### src/rtl/mem_seq_pkg.sv
// rtl/mem_seq_pkg.sv - shared state encoding and sizing constants for the memory sequencer
package mem_seq_pkg;

    localparam int ADDR_W_DEF = 9;
    localparam int DATA_W_DEF = 32;
    localparam int NUM_REQ    = 2;

    typedef enum logic [2:0] {
        ST_IDLE   = 3'd0,
        ST_ADDR   = 3'd1,
        ST_LD_MEM = 3'd2,
        ST_LD_CAP = 3'd3,
        ST_ST_DAT = 3'd4,
        ST_ST_WR  = 3'd5,
        ST_DONE   = 3'd6
    } state_e;

endpackage

### src/rtl/mem_seq_arbiter_rr_arb2.sv
// rtl/mem_seq_arbiter_rr_arb2.sv - two-way round-robin arbiter with a last-grant register
module rr_arb2
    import mem_seq_pkg::*;
(
    input  logic               clk,
    input  logic               rst_n,
    input  logic [NUM_REQ-1:0] req_i,
    input  logic               advance_i,
    output logic [NUM_REQ-1:0] gnt_o
);

    // 0 = port 0 won last, 1 = port 1 won last; reset to 1 so port 0 wins the first tie
    logic last_grant_q;
    logic last_grant_d;

    // Grant a lone requester outright; on a tie grant the port that did not win last time
    always_comb begin
        gnt_o = '0;
        case (req_i)
            2'b01:   gnt_o = 2'b01;
            2'b10:   gnt_o = 2'b10;
            2'b11:   gnt_o = last_grant_q ? 2'b01 : 2'b10;
            default: gnt_o = '0;
        endcase
    end

    // Only move the round-robin pointer when the grant is actually taken
    always_comb begin
        last_grant_d = last_grant_q;
        if (advance_i && (gnt_o != '0)) begin
            last_grant_d = gnt_o[1];
        end
    end

    // Last-grant register
    always_ff @(posedge clk or negedge rst_n) begin
        if (!rst_n) begin
            last_grant_q <= 1'b1;
        end else begin
            last_grant_q <= last_grant_d;
        end
    end

endmodule

### src/rtl/mem_seq_arbiter.sv
// rtl/mem_seq_arbiter.sv - sequences MAR/MDR/memory load and store transactions for two requesters
module mem_seq_arbiter
    import mem_seq_pkg::*;
#(
    parameter int ADDR_W = ADDR_W_DEF,
    parameter int DATA_W = DATA_W_DEF
) (
    input  logic              clk,
    input  logic              reset_n,
    input  logic              req0,
    input  logic              req1,
    input  logic              we0,
    input  logic              we1,
    input  logic [ADDR_W-1:0] addr0,
    input  logic [ADDR_W-1:0] addr1,
    input  logic [DATA_W-1:0] wdata0,
    input  logic [DATA_W-1:0] wdata1,
    output logic              gnt0,
    output logic              gnt1,
    output logic              done0,
    output logic              done1,
    output logic [DATA_W-1:0] rdata,
    output logic [DATA_W-1:0] bus_out,
    output logic              mar_en,
    output logic              mdr_en,
    output logic              mdr_from_mem,
    output logic              mem_write,
    input  logic [DATA_W-1:0] mdr_q,
    output logic              busy
);

    state_e state_q, state_d;

    // Transaction fields captured at the grant edge; later input changes are ignored
    logic              sel_q, sel_d;
    logic              we_q, we_d;
    logic [ADDR_W-1:0] addr_q, addr_d;
    logic [DATA_W-1:0] wdata_q, wdata_d;
    logic [DATA_W-1:0] rdata_q, rdata_d;

    // Registered datapath strobes, decoded from the state being entered
    logic              mar_en_q, mar_en_d;
    logic              mdr_en_q, mdr_en_d;
    logic              mdr_from_mem_q, mdr_from_mem_d;
    logic              mem_write_q, mem_write_d;
    logic [DATA_W-1:0] bus_out_q, bus_out_d;
    logic              done0_q, done0_d;
    logic              done1_q, done1_d;

    logic [NUM_REQ-1:0] arb_req;
    logic [NUM_REQ-1:0] arb_gnt;
    logic               idle;

    assign idle = (state_q == ST_IDLE);

    // Requests are only visible to the arbiter while idle and out of reset
    always_comb begin
        arb_req = '0;
        if (idle && reset_n) begin
            arb_req = {req1, req0};
        end
    end

    rr_arb2 u_arb (
        .clk       (clk),
        .rst_n     (reset_n),
        .req_i     (arb_req),
        .advance_i (idle),
        .gnt_o     (arb_gnt)
    );

    // Next-state and transaction-capture logic
    always_comb begin
        state_d = state_q;
        sel_d   = sel_q;
        we_d    = we_q;
        addr_d  = addr_q;
        wdata_d = wdata_q;
        rdata_d = rdata_q;
        case (state_q)
            ST_IDLE: begin
                if (arb_gnt != '0) begin
                    sel_d   = arb_gnt[1];
                    we_d    = arb_gnt[1] ? we1    : we0;
                    addr_d  = arb_gnt[1] ? addr1  : addr0;
                    wdata_d = arb_gnt[1] ? wdata1 : wdata0;
                    state_d = ST_ADDR;
                end
            end
            ST_ADDR:   state_d = we_q ? ST_ST_DAT : ST_LD_MEM;
            ST_LD_MEM: state_d = ST_LD_CAP;
            ST_LD_CAP: begin
                rdata_d = mdr_q;
                state_d = ST_DONE;
            end
            ST_ST_DAT: state_d = ST_ST_WR;
            ST_ST_WR:  state_d = ST_DONE;
            ST_DONE:   state_d = ST_IDLE;
            default:   state_d = ST_IDLE;
        endcase
    end

    // Decode strobes for the upcoming state so they appear as flop outputs in that state
    always_comb begin
        mar_en_d       = 1'b0;
        mdr_en_d       = 1'b0;
        mdr_from_mem_d = 1'b0;
        mem_write_d    = 1'b0;
        bus_out_d      = '0;
        done0_d        = 1'b0;
        done1_d        = 1'b0;
        case (state_d)
            ST_ADDR: begin
                mar_en_d  = 1'b1;
                bus_out_d = DATA_W'(addr_d);
            end
            ST_LD_MEM: begin
                mdr_en_d       = 1'b1;
                mdr_from_mem_d = 1'b1;
            end
            ST_ST_DAT: begin
                mdr_en_d  = 1'b1;
                bus_out_d = wdata_d;
            end
            ST_ST_WR:  mem_write_d = 1'b1;
            ST_DONE: begin
                done0_d = ~sel_d;
                done1_d = sel_d;
            end
            default: ;
        endcase
    end

    // State, captured fields and output registers; reset drops every strobe at once
    always_ff @(posedge clk or negedge reset_n) begin
        if (!reset_n) begin
            state_q        <= ST_IDLE;
            sel_q          <= 1'b0;
            we_q           <= 1'b0;
            addr_q         <= '0;
            wdata_q        <= '0;
            rdata_q        <= '0;
            mar_en_q       <= 1'b0;
            mdr_en_q       <= 1'b0;
            mdr_from_mem_q <= 1'b0;
            mem_write_q    <= 1'b0;
            bus_out_q      <= '0;
            done0_q        <= 1'b0;
            done1_q        <= 1'b0;
        end else begin
            state_q        <= state_d;
            sel_q          <= sel_d;
            we_q           <= we_d;
            addr_q         <= addr_d;
            wdata_q        <= wdata_d;
            rdata_q        <= rdata_d;
            mar_en_q       <= mar_en_d;
            mdr_en_q       <= mdr_en_d;
            mdr_from_mem_q <= mdr_from_mem_d;
            mem_write_q    <= mem_write_d;
            bus_out_q      <= bus_out_d;
            done0_q        <= done0_d;
            done1_q        <= done1_d;
        end
    end

    assign gnt0         = arb_gnt[0];
    assign gnt1         = arb_gnt[1];
    assign done0        = done0_q;
    assign done1        = done1_q;
    assign rdata        = rdata_q;
    assign bus_out      = bus_out_q;
    assign mar_en       = mar_en_q;
    assign mdr_en       = mdr_en_q;
    assign mdr_from_mem = mdr_from_mem_q;
    assign mem_write    = mem_write_q;
    assign busy         = !idle;

endmodule

### config.mk
export PLATFORM = sky130hd
export DESIGN_NAME = mem_seq_arbiter
export DESIGN_NICKNAME = d
export VERILOG_FILES = /design/src/rtl/mem_seq_pkg.sv /design/src/rtl/mem_seq_arbiter_rr_arb2.sv /design/src/rtl/mem_seq_arbiter.sv
export SDC_FILE = /design/constraint.sdc
export NUM_CORES = 1
export LEC_CHECK = 0
export ABC_AREA = 1
export ABC_CLOCK_PERIOD_IN_PS = 1600
export BUFFER_PORTS_ARGS = -buffer_cell sky130_fd_sc_hd__buf_4
export CAP_MARGIN = 10
export CORE_MARGIN = 3
export CORE_UTILIZATION = 48
export CTS_BUF_LIST = sky130_fd_sc_hd__clkbuf_8 sky130_fd_sc_hd__clkbuf_16
export DETAILED_ROUTE_END_ITERATION = 16
export GPL_ROUTABILITY_DRIVEN = 0
export PLACE_DENSITY_LB_ADDON = 0.05
export SYNTH_ARGS = -nofsm -noshare
export SYNTH_HDL_FRONTEND = slang
export SYNTH_SLANG_ARGS = --single-unit
### constraint.sdc
create_clock -name clk -period 1.6 [get_ports clk]
set_input_delay 0.24 -clock clk [delete_from_list [all_inputs] [get_ports clk]]
set_output_delay 0.24 -clock clk [all_outputs]
set_load 0.02 [all_outputs]
# Yosys cells after proc, flatten, opt, wreduce, memory -nomap -nowiden
# Cells that the tools add are included.
[totals]
ff_bits = 117
in_bits = 120
output_inout_bits = 73
[op_classes]
mux = 22
bitwise = 1
eq_ne = 13
reduce_logical = 8
[op_table]
columns = ["op", "count"]
rows = [
  ["2-to-1 mux 32 bit", 3],
  ["case mux 32 bit (2 select lines)", 1],
  ["2-to-1 mux 9 bit", 3],
  ["equality test 3 bit (second input constant)", 5],
  ["case mux 3 bit (5 select lines)", 1],
  ["equality test 3 x 2 -> 1 bit (second input constant)", 3],
  ["2-to-1 mux 1 bit", 9],
  ["equality test 3 x 1 -> 1 bit (second input constant)", 2],
  ["2-to-1 mux 3 bit", 2],
  ["case mux 2 bit (3 select lines)", 1],
  ["equality test 2 bit (second input constant)", 2],
  ["2-to-1 mux 2 bit", 2],
  ["OR reduction 2 bit", 2],
  ["logical NOT 3 bit", 1],
  ["equality test 2 x 1 -> 1 bit (second input constant)", 1],
  ["logical AND 1 bit", 2],
  ["AND reduction 2 bit", 1],
  ["nonzero test 2 bit", 1],
  ["logical NOT 1 bit", 1],
  ["inverter 1 bit", 1],
]

# Logic depth before layout (Yosys ltp)
# Gate-level depths: netlist of the first run.
[logic_depth]
depth_word = 11
depth_mapped = 9
depth_no_buf = 8

# Cells and area by module
# From an unflattened synthesis of the first run, not the netlist that was laid out.
[unflattened]
hier_cells = 577
hier_area_um2 = 4839.6
[by_module_without_submodules]
columns = ["mod", "cells_each", "instances", "area_per_inst_um2", "seq_area_each_um2"]
rows = [
  ["mem_seq_arbiter", 568, 1, 4773.3, 2677.6],
  ["rr_arb2", 9, 1, 66.3, 26.3],
]

# Worst setup path after synthesis of the first run
# No wires, ideal clock.
[synth_timing]
path_type = "reg2reg"
from = "reg u_arb.last_grant_q"
to = "reg wdata_q[1]"
setup_slack_ps = 107
synth_period_minus_slack_ps = 1493
t_required_ps = 1483
arrival_time_ps = 1376
setup_ps = 117
stages_incl_launch_ff = 9
cell_sequence = "dfstp_2 -> inv_1 -> nand2_1 -> nand2_1 -> nor2_4 -> buf_2 -> nand2_1 -> nand3_1 -> nand2_1"
[synth_between]
elab_chain_cells = 5
elab_cells_between_ends = 6
[synth_lines]
columns = ["item", "line_no", "rtl"]
rows = [
  ["start: declaration", "mem_seq_arbiter_rr_arb2.sv:13", "logic last_grant_q;"],
  ["start signal: assignment", "mem_seq_arbiter_rr_arb2.sv:40", "last_grant_q <= last_grant_d;"],
  ["2-to-1 mux 2 bit", "mem_seq_arbiter_rr_arb2.sv:22", "2'b11: gnt_o = last_grant_q ? 2'b01 : 2'b10;"],
  ["case mux 2 bit (3 select lines)", "mem_seq_arbiter_rr_arb2.sv:19", "case (req_i)"],
  ["via gnt0", "mem_seq_arbiter.sv:18", "output logic gnt0,"],
  ["nonzero test 2 bit", "mem_seq_arbiter.sv:82", "if (arb_gnt != '0) begin"],
  ["2-to-1 mux 32 bit", "mem_seq_arbiter.sv:82", ""],
  ["2-to-1 mux 32 bit", "mem_seq_arbiter.sv:80", "case (state_q)"],
  ["via wdata_d[1]", "mem_seq_arbiter.sv:38", "logic [DATA_W-1:0] wdata_q, wdata_d;"],
  ["end signal: assignment", "mem_seq_arbiter.sv:155", "wdata_q <= wdata_d;"],
  ["end: declaration", "mem_seq_arbiter.sv:38", ""],
]
# The timed path passes the listed nets, and every way through them passes these cells.
# A chain may end at the register's enable or synchronous reset.

# Worst setup path in the final report of the first run
[layout_timing]
from = "reg u_arb.last_grant_q"
to = "out gnt1"
[layout_between]
elab_chain_cells = 2
[layout_lines]
columns = ["item", "line_no", "rtl"]
rows = [
  ["2-to-1 mux 2 bit", "mem_seq_arbiter_rr_arb2.sv:22", ""],
  ["case mux 2 bit (3 select lines)", "mem_seq_arbiter_rr_arb2.sv:19", ""],
  ["end: declaration", "mem_seq_arbiter.sv:19", "output logic gnt1,"],
]
# Every way passes these cells.

==> flow_summary.toml, run 1 <==
[power_and_ir_drop]
p_clk_share_pct = 12.7
power.leakage_nw = 3.755
combPwrFrac_pct = 49.5
internal-power_w = 0.007356
irDropWorstVdd_v = 0.0006833
powerDensity_nw_per_um2 = 1749
p_sw_share_pct = 38.75
seqPwrFrac_pct = 37.8
netSwitchingPower_w = 0.004654

[global_routing]
grt-ovfl-total = 0
grt_pass1_vias = 4059
grt_pass1_wl_um = 19200
grt_usage_pct = 21.73
antenna_found_initial = 0
grt_max_degree = 112

[logic_synthesis]
synth.avg_cell_area_sq_um = 9.678
synth-async-reset-ratio_pct = 100.0
synth_top_cell_by_area = "dfrtp_1"
synth_seq_cells = 111
synth-edff-count = 0
synth_commonest_cells = "dfrtp_1, nand2_1, inv_1"
synth_top_cell_area_share_pct = 58.40
synth-adder-area-share_pct = 0
synthesis.area_sq_um = 4713
synth_xor_area_share_pct = 0
synth.area.mux_share_pct = 7.645
synth_top_family_by_area = "simple AND/OR/NAND/NOR gates"
ys.warnings.count = 0
ys_seq_area_share_pct = 58.96
synth.area.top_cells = "dfrtp_1, nand2_1, mux2_2"
synth_nets = 607
synth_compound_area_share_pct = 5.123
yosys.cell_count.top_type = "dfrtp_1"
synth_cells = 487
synth_cell_types = 24
ys.flop_type = "dfrtp_1"
synth_simple_gate_area_share_pct = 19.49

[route]
vias_per_cell = 4.912
wire_per_inst_um = 14.97
drtIter0Drc = 142
dr.pass1.iters = 6
ant_nets = 0
routed_wl_um = 12360
drcViolationCount = 0
vias = 4057

[clocking]
htreeDepth = 3
cts_buffer_depth = 2
path_clk_slew_ns = 0.10
cts_buffers = 9
cts_hold_buf = 0
clock-root-buffer = "clkbuf_8"
clock_sinks = 111
tritoncts = "built"
clk_latency_ns = 0.37

[worst_setup_path]
cp-start-kind = "register"
r2r_cells = 9
cpPeakStageDelay_ns = 0.54
arrival_ns = 1.46
cp_top_family = "flip-flops"
reg2reg_slack_ns = 0.04
reg2reg_from = "state_q[1]$_DFF_PN0_"
cp_max_fo = 3
path_common_cell = "nand2_4"
r2r-end = "addr_q[6]$_DFF_PN0_"
cp-end-kind = "output port"
cp.required_ns = 1.36
critPathSlowestCell = "dfstp_2"
path_class = "reg -> out"
crit_buf_inv = 4
crit_chain = "inv_2 > nand2_2 > nand2_4 > buf_12 > nand2_4 > inv_6 > buf_6"

[floorplanning]
num_rows = 35
die_w_um = 105.1
die_h_um = 105.1
dieArea_sq_um = 11040
core_sq_um = 9371
initial_utilization_pct = 50.29
io_pins = 193

[sta]
rsz0062_at_grt = "true"
slew_headroom_pct = 60.06
worst_slack_ns = -0.09704
fin_skew_ns = 0.01228
holdWs_ns = -0.03160
fin_crit_sh_pct = 106.1
max_freq_mhz = 589.3
finalHoldViolCount = 26
tightestPinTransition_ns = 0.5991
maxSlewViolCount = 0
finalSetupViolCount = 2
fin_crit_ns = 1.697
finalSetupTns_ns = -0.1889

[layout]
filler_cell_count = 702
stdcell_count = 826
register_area_sq_um = 2779
antenna_cells = 0
nNetsFinal = 813
drive_gt1_share_pct = 42.04
post-route-util_pct = 73.26
area_growth_pct = 45.66
multiInputGateArea_sq_um = 1573

[status]
failed_checks = "hold timing, setup timing"
status = "finished with violations"

[place]
io_buffers = 192
dp_slack_ns = 0.06841
dp_hpwl_um = 8411
place_inst = 794

[hold_path]
hold_class = "in -> async"

[job]
maxCapViolations = 0
==> layout by cell type, fill, tap and decap left out, drive strengths merged <==
cell        n
buf       219
dfrtp     110
nand2     104
inv        68
o21ai      42
nor2       37
mux2       32
nand4      31
nand3      27
clkbuf     12
o21bai      3
clkinvlp    2
bufbuf      2
nor3        2
clkinv      2
and2        1
or3         1
a21oi       1
dfstp       1
==> power groups by stage <==
stage / combinational (W) / clock (W) / sequential, W
after floorplan: 0.00225 / 0 / 0.00537
after global placement: 0.00517 / 0 / 0.00454
after detailed placement: 0.00527 / 0 / 0.00459
after CTS: 0.00550 / 0.00156 / 0.00453
after global routing: 0.00643 / 0.00168 / 0.00468
final: 0.00595 / 0.00152 / 0.00454
==> through the flow <==
step / cell area (sq um) / power, W
floorplan: 4713 / 0.007624
detailed placement: 6351 / 0.009859
CTS: 6698 / 0.01158
global route: 6865 / 0.01279
global placement: 6351 / 0.009710
finish: 6865 / 0.01201
==> timing repair <==
action | 4_1_cts | 5_1_grt
gates cloned | 2 | 3
setup endpoints to repair | 2 | 90
setup buffers | 10 | 2
resized for setup | 10 | 19
pin swaps | 5 | 8
==> flip-flops by register name (all words and copies together) (netlist names) <==
| name | count |
|---|---|
| bus_out | 32 |
| rdata | 32 |
| wdata_q | 32 |
| addr_q | 3 |
| state_q | 3 |
| done0 | 1 |
| done1 | 1 |
| mar_en | 1 |
| mdr_en | 1 |
| mdr_from_mem | 1 |
| mem_write | 1 |
| sel_q | 1 |
| u_arb.last_grant_q | 1 |
| we_q | 1 |
==> cells by family (layout without fill, tap and decap cells) <==
kind of cell / Yosys count / after routing
buf+inv: 95 / 305
mux: 32 / 32
flops: 111 / 111
simple gates: 203 / 203
compound gates: 46 / 46
==> area by class of cell <==
type / count / area share (%)
sequential: 111 / 40.48
clock inverter: 6 / 0.6743
timing repair buffer: 224 / 28.07
clock buffer: 9 / 1.804
tap: 129 / 2.351
inverter: 66 / 3.718
multi-input combinational: 281 / 22.91
==> worst max-delay path by stage <==
stage,cells after the start,end,slack [ns],from
3_5_place_dp,6,bus_out[4]$_DFF_PN0_,0.07,state_q[0]$_DFF_PN0_
3_3_place_gp,6,bus_out[8]$_DFF_PN0_,0.09,state_q[0]$_DFF_PN0_
4_1_cts,7,gnt1,-0.10,u_arb.last_grant_q$_DFFE_PN1P_
2_1_floorplan,8,wdata_q[1]$_DFF_PN0_,0.11,u_arb.last_grant_q$_DFFE_PN1P_
6_report,7,gnt1,-0.1,u_arb.last_grant_q$_DFFE_PN1P_
5_1_grt,7,gnt1,-0.16,u_arb.last_grant_q$_DFFE_PN1P_
==> per-layer routing <==
| layer | track usage [%] | share of wire, % |
|---|---|---|
| met1 | 26.95 | 40 |
| met2 | 36.53 | 50 |
| met3 | 4.694 | 7.3 |
| met4 | 9.653 | 2.6 |
| met5 | 0 | 0 |
No activity file was read; power rests on OpenSTA's default activity.
==> inputs of run 2 (changes only) <==
- ABC_CLOCK_PERIOD_IN_PS: 1600 -> 1400
- CORE_UTILIZATION: 48 -> 43
- clock period: 1.6 -> 1.4 ns (I/O delays scaled with it)
==> flow_summary.toml, run 2 (synthesis results as in run 1) <==
[sta]
worst_slack_ns = -0.2817
maxSlewViolCount = 0
rsz0062_at_grt = "true"
fin_crit_sh_pct = 120.1
finalHoldViolCount = 0
holdWs_ns = 0.05113
slew_headroom_pct = 60.32
fin_crit_ns = 1.682
tightestPinTransition_ns = 0.5952
finalSetupViolCount = 108
max_freq_mhz = 594.6
fin_skew_ns = 0.01431

[layout]
mostFrequentLayoutCells = "buf_4, dfrtp_1, nand2_1"
post-route-util_pct = 73.32
area_growth_pct = 63.47
filler_cell_count = 748
stdcell_count = 872
antenna_cells = 0
layout_commonest_cell = "buf_4"
drive_gt1_share_pct = 47.01
nNetsFinal = 851

[power_and_ir_drop]
irDropWorstVdd_v = 0.001078
powerDensity_nw_per_um2 = 2059
power.leakage_nw = 4.198
total_power_w = 0.01587

[floorplanning]
die_w_um = 110.7
io_pins = 193
dieArea_sq_um = 12250
initial_utilization_pct = 44.85
num_rows = 37
core_sq_um = 10510
die_h_um = 110.7

[clocking]
clock_sinks = 111
clock-root-buffer = "clkbuf_8"
path_clk_slew_ns = 0.11
tritoncts = "built"
cts_buffers = 9
cts_buffer_depth = 2
clk_latency_ns = 0.37
htreeDepth = 3

[route]
dr.pass1.iters = 4
vias = 4290
drcViolationCount = 0
drtIter0Drc = 222
routed_wl_um = 14210
ant_nets = 0
wire_per_inst_um = 16.30
vias_per_cell = 4.920

[worst_setup_path]
endpoint = "gnt0"
path_common_cell = "nand2_4"
reg2reg_from = "u_arb.last_grant_q$_DFFE_PN1P_"
reg2reg_slack_ns = -0.24
crit_buf_inv = 3
cpPeakStageDelay_ns = 0.55
path_class = "reg -> out"
arrival_ns = 1.47
cp-end-kind = "output port"
cp_max_fo = 4
critPathSlowestCell = "dfstp_2"
r2r_cells = 9
cp.required_ns = 1.19
cp_num_cells = 6
cp_top_family = "flip-flops"
crit_path_start = "u_arb.last_grant_q$_DFFE_PN1P_"
cp-start-kind = "register"
crit_chain = "inv_2 > nand2_4 > nand2_4 > nor2_4 > buf_12 > buf_8"
r2r-end = "wdata_q[19]$_DFF_PN0_"

[global_routing]
grt_pass1_wl_um = 20480
grt-ovfl-total = 0
antenna_found_initial = 0
grt_usage_pct = 20.59
grt_pass1_vias = 4048
grt_max_degree = 112

[place]
place_inst = 812
dp_hpwl_um = 8513
dp_slack_ns = -0.1336
io_buffers = 192

[status]
failed_checks = "setup timing"
status = "finished with violations"

[hold_path]
hold_class = "in -> reg"
min_from = "wdata0[8]"

[job]
maxCapViolations = 0
-- run 2: cell count changes in the layout (fill, tap and decap cells not counted), moves of 6 or more --
cell / change
buf_4: +9
buf_6: +7
clkbuf_16: +8
nand2_2: +8
mux2_2: -15
nand2_1: -9
buf_8: +6
mux2_4: +15
-- run 2: repair_timing --
item                       in CTS  in global routing
hold buffers                    1                  0
hold endpoints to repair      110                  0
pin swaps                      12                 18
gates cloned                    5                 15
setup endpoints to repair      73                108
buffers inserted               19                 12
gates resized for setup        34                 63
-- run 2: worst reg2reg max path, cell delays in order, from the launching register on --
cell,delay (ns)
dfstp_2,0.55
inv_2,0.05
nand2_4,0.07
nand2_4,0.08
nor2_4,0.13
buf_4,0.13
buf_6,0.13
bufbuf_16,0.27
nor2_1,0.04
o21ai_1,0.13
-- run 2: worst min path at each step --
stage / endpoint / depth (start not counted)
2_1_floorplan: addr_q[0]$_DFF_PN0_ / 0
3_3_place_gp: rdata[17]$_DFFE_PN0N_ / 2
3_5_place_dp: bus_out[6]$_DFF_PN0_ / 2
4_1_cts: we_q$_DFFE_PN0P_ / 3
5_1_grt: wdata_q[8]$_DFF_PN0_ / 3
6_report: wdata_q[8]$_DFF_PN0_ / 3
-- run 2: cell type report --
type,instances,area [sq um],area share [%]
clock buffer,10,137.6,1.786
clock inverter,6,90.09,1.169
inverter,66,275.3,3.573
multi-input combinational,281,1712,22.21
sequential,111,2779,36.07
tap,136,170.2,2.209
timing repair buffer,262,2541,32.98
-- run 2: report_power, final --
part           leakage (nW)  total, W  switching [W]  internal [W]
combinational          2.68   0.00848        0.00409       0.00439
sequential             1.40   0.00521       0.000660       0.00455
clock                 0.113   0.00217        0.00110       0.00107
-- run 2: metal layers --
metal  up-vias  track usage (%)  part of all wire, %
met4         0            7.553                  2.1
met3        24            4.858                  7.0
li1       2051                -                    -
met2       177            33.01                   50
met5         -                0                    0
met1      2038            27.38                   41
-- run 2: stage by stage --
step | setup TNS (ns) | cell area [sq um]
3_5_place_dp | -5.448 | 6470
5_1_grt | -22.31 | 7705
3_3_place_gp | -3.247 | 6470
4_1_cts | -10.99 | 7129
6_report | -14.47 | 7705
2_1_floorplan | -0.03281 | 4718
==> inputs of run 3 (changes only) <==
- ABC_AREA: 1 -> default
- SLEW_MARGIN: default -> 25
==> flow_summary.toml, run 3 <==
[status]
status = "finished with violations"
failed_checks = "setup timing"

[route]
dr.pass1.iters = 4
drtIter0Drc = 90
vias_per_cell = 5.037
drcViolationCount = 0
routed_wl_um = 12510
ant_nets = 0
vias = 3657
wire_per_inst_um = 17.23

[worst_setup_path]
path_class = "reg -> out"
cp-end-kind = "output port"
cp_max_fo = 4
cp-start-kind = "register"
arrival_ns = 1.53
cp.required_ns = 1.19

[sta]
max_freq_mhz = 573.6
worst_slack_ns = -0.3433
finalSetupTns_ns = -21.80
slew_headroom_pct = 51.20
holdWs_ns = 0.02630
fin_crit_ns = 1.743
fin_skew_ns = 0.008574
finalSetupViolCount = 106
maxSlewViolCount = 0
rsz0062_at_grt = "true"
tightestPinTransition_ns = 0.7320
fin_crit_sh_pct = 124.5
finalHoldViolCount = 0

[global_routing]
grt_pass1_wl_um = 18660
antenna_found_initial = 0
grt-ovfl-total = 0
grt_max_degree = 59
grt_usage_pct = 20.87
grt_pass1_vias = 3764

[floorplanning]
core_sq_um = 9910
num_rows = 36
dieArea_sq_um = 11570
die_w_um = 107.6
io_pins = 193
die_h_um = 107.6
initial_utilization_pct = 44.76

[layout]
antenna_cells = 0
mostFrequentLayoutCells = "buf_4, dfrtp_1, mux2_4"
stdcell_area_sq_um = 7586
layout_commonest_cell = "buf_4"
drive_gt1_share_pct = 66.44
area_growth_pct = 71.03
nNetsFinal = 709

[logic_synthesis]
synth_seq_cells = 108
synth_top_cell_area_share_pct = 60.37
yosys.cell_count.top_type = "dfrtp_1"
synth.area.top_cells = "dfrtp_1, mux2_2, mux2i_1"
synth-edff-count = 0
synth.avg_cell_area_sq_um = 13.40
synth_top_cell_by_area = "dfrtp_1"
synth_nets = 451
synthesis.area_sq_um = 4436
synth-async-reset-ratio_pct = 100.0
ys_seq_area_share_pct = 60.96
ys.warnings.count = 0
synth_cells = 331
synth_cell_types = 42
synth_commonest_cells = "dfrtp_1, mux2_2, mux2i_1"
ys.flop_type = "dfrtp_1"

[place]
io_buffers = 192
dp_hpwl_um = 7908
placed_area_sq_um = 6472

[clocking]
clock-root-buffer = "clkbuf_8"
htreeDepth = 3
clk_latency_ns = 0.37
path_clk_slew_ns = 0.10
cts_buffer_depth = 2
clock_sinks = 108
tritoncts = "built"
cts_buffers = 9

[hold_path]
hold_class = "in -> reg"

[job]
maxCapViolations = 0

[power_and_ir_drop]
powerDensity_nw_per_um2 = 1925
irDropWorstVdd_v = 0.001337
power.leakage_nw = 3.815
==> run 3: cell types whose count changed after synthesis, sizes merged, moves of 12 or more <==
cell,before,now
nand2,104,12
inv,66,2
mux2i,0,29
o21ai,42,3
nand4,31,0
nor2,37,25
a21oi,1,22
nand3,27,1
a211oi,0,19
==> run 3: layer usage <==
layer	vias to the layer above	wire length [um]	part of all wire [%]	track usage, %
met4	0	201	1.6	7.935
met5	-	0	0	0
met2	119	6335	51	34.86
met3	15	758	6.1	3.959
met1	1809	5211	42	26.97
li1	1714	-	-	-
==> run 3: critical path, stage by stage (launching register included) <==
cell and delay, ns:
dfrtp_1 0.42, nor4b_4 0.31, buf_6 0.16, o211a_4 0.17, buf_6 0.11
==> run 3: power breakdown <==
| group | switching, W | total (W) | internal (W) |
|---|---|---|---|
| Combinational | 0.00338 | 0.00759 | 0.00421 |
| Sequential | 0.000618 | 0.00495 | 0.00433 |
| Clock | 0.00107 | 0.00207 | 0.00100 |
==> run 3: repair_timing <==
item	4_1_cts	5_1_grt
hold buffers	1	0
hold endpoints to repair	1	0
cloned	8	2
setup buffers	17	9
endpoints found under the setup margin	105	106
resized for setup	35	57
pin swaps	12	16
==> run 3: logic make-up (layout without fill, tap and decap cells) <==
| logic type | after synthesis | in the layout | share of synthesized area, % |
|---|---|---|---|
| xor gates and xnor gates | 1 | 1 | 0.1975 |
| muxes | 61 | 61 | 14.67 |
| AOI/OAI and AO/OA | 79 | 79 | 13.79 |
| and+or+nand+nor | 54 | 54 | 6.234 |
| buffers and inverters | 28 | 290 | 4.147 |
| DFF | 108 | 108 | 60.96 |
==> run 3: path summary, 6_finish.rpt <==
path                                  startpoint                     to  slack, ns  depth (start not counted)
max                         state_q[0]$_DFF_PN0_                   gnt1      -0.34                          4
min                                          we1       we_q$_DFFE_PN0P_       0.03                          3
max reg2reg                 state_q[0]$_DFF_PN0_  bus_out[20]$_DFF_PN0_      -0.33                          9
min reg2reg                wdata_q[12]$_DFF_PN0_  wdata_q[12]$_DFF_PN0_       0.52                          2
max in group asynchronous                reset_n  wdata_q[29]$_DFF_PN0_       0.19                          4
min in group asynchronous                reset_n  rdata[12]$_DFFE_PN0N_       0.33                          3
==> run 3: cell type report <==
| class | instances | area, sq um |
|---|---|---|
| fillers | 647 | 2323 |
| clock inverters | 6 | 88.84 |
| repair buffers | 272 | 2464 |
| multi-input cells | 195 | 2011 |
| well taps | 133 | 166.4 |
| inverters | 3 | 28.78 |
| flip-flops and latches | 108 | 2704 |
| clock buffers | 9 | 123.9 |
==> run 3: per-stage QoR <==
stage,util [%],worst slack [ns],power (W),cells
after floorplan,-,-0.2735,0.008377,331
after global placement,65.32,-0.1587,0.01046,675
after detailed placement,65.32,-0.2258,0.01067,675
after CTS,72.77,-0.3818,0.01352,715
after global routing,76.55,-0.3966,0.01539,726
final,76.55,-0.3433,0.01461,726
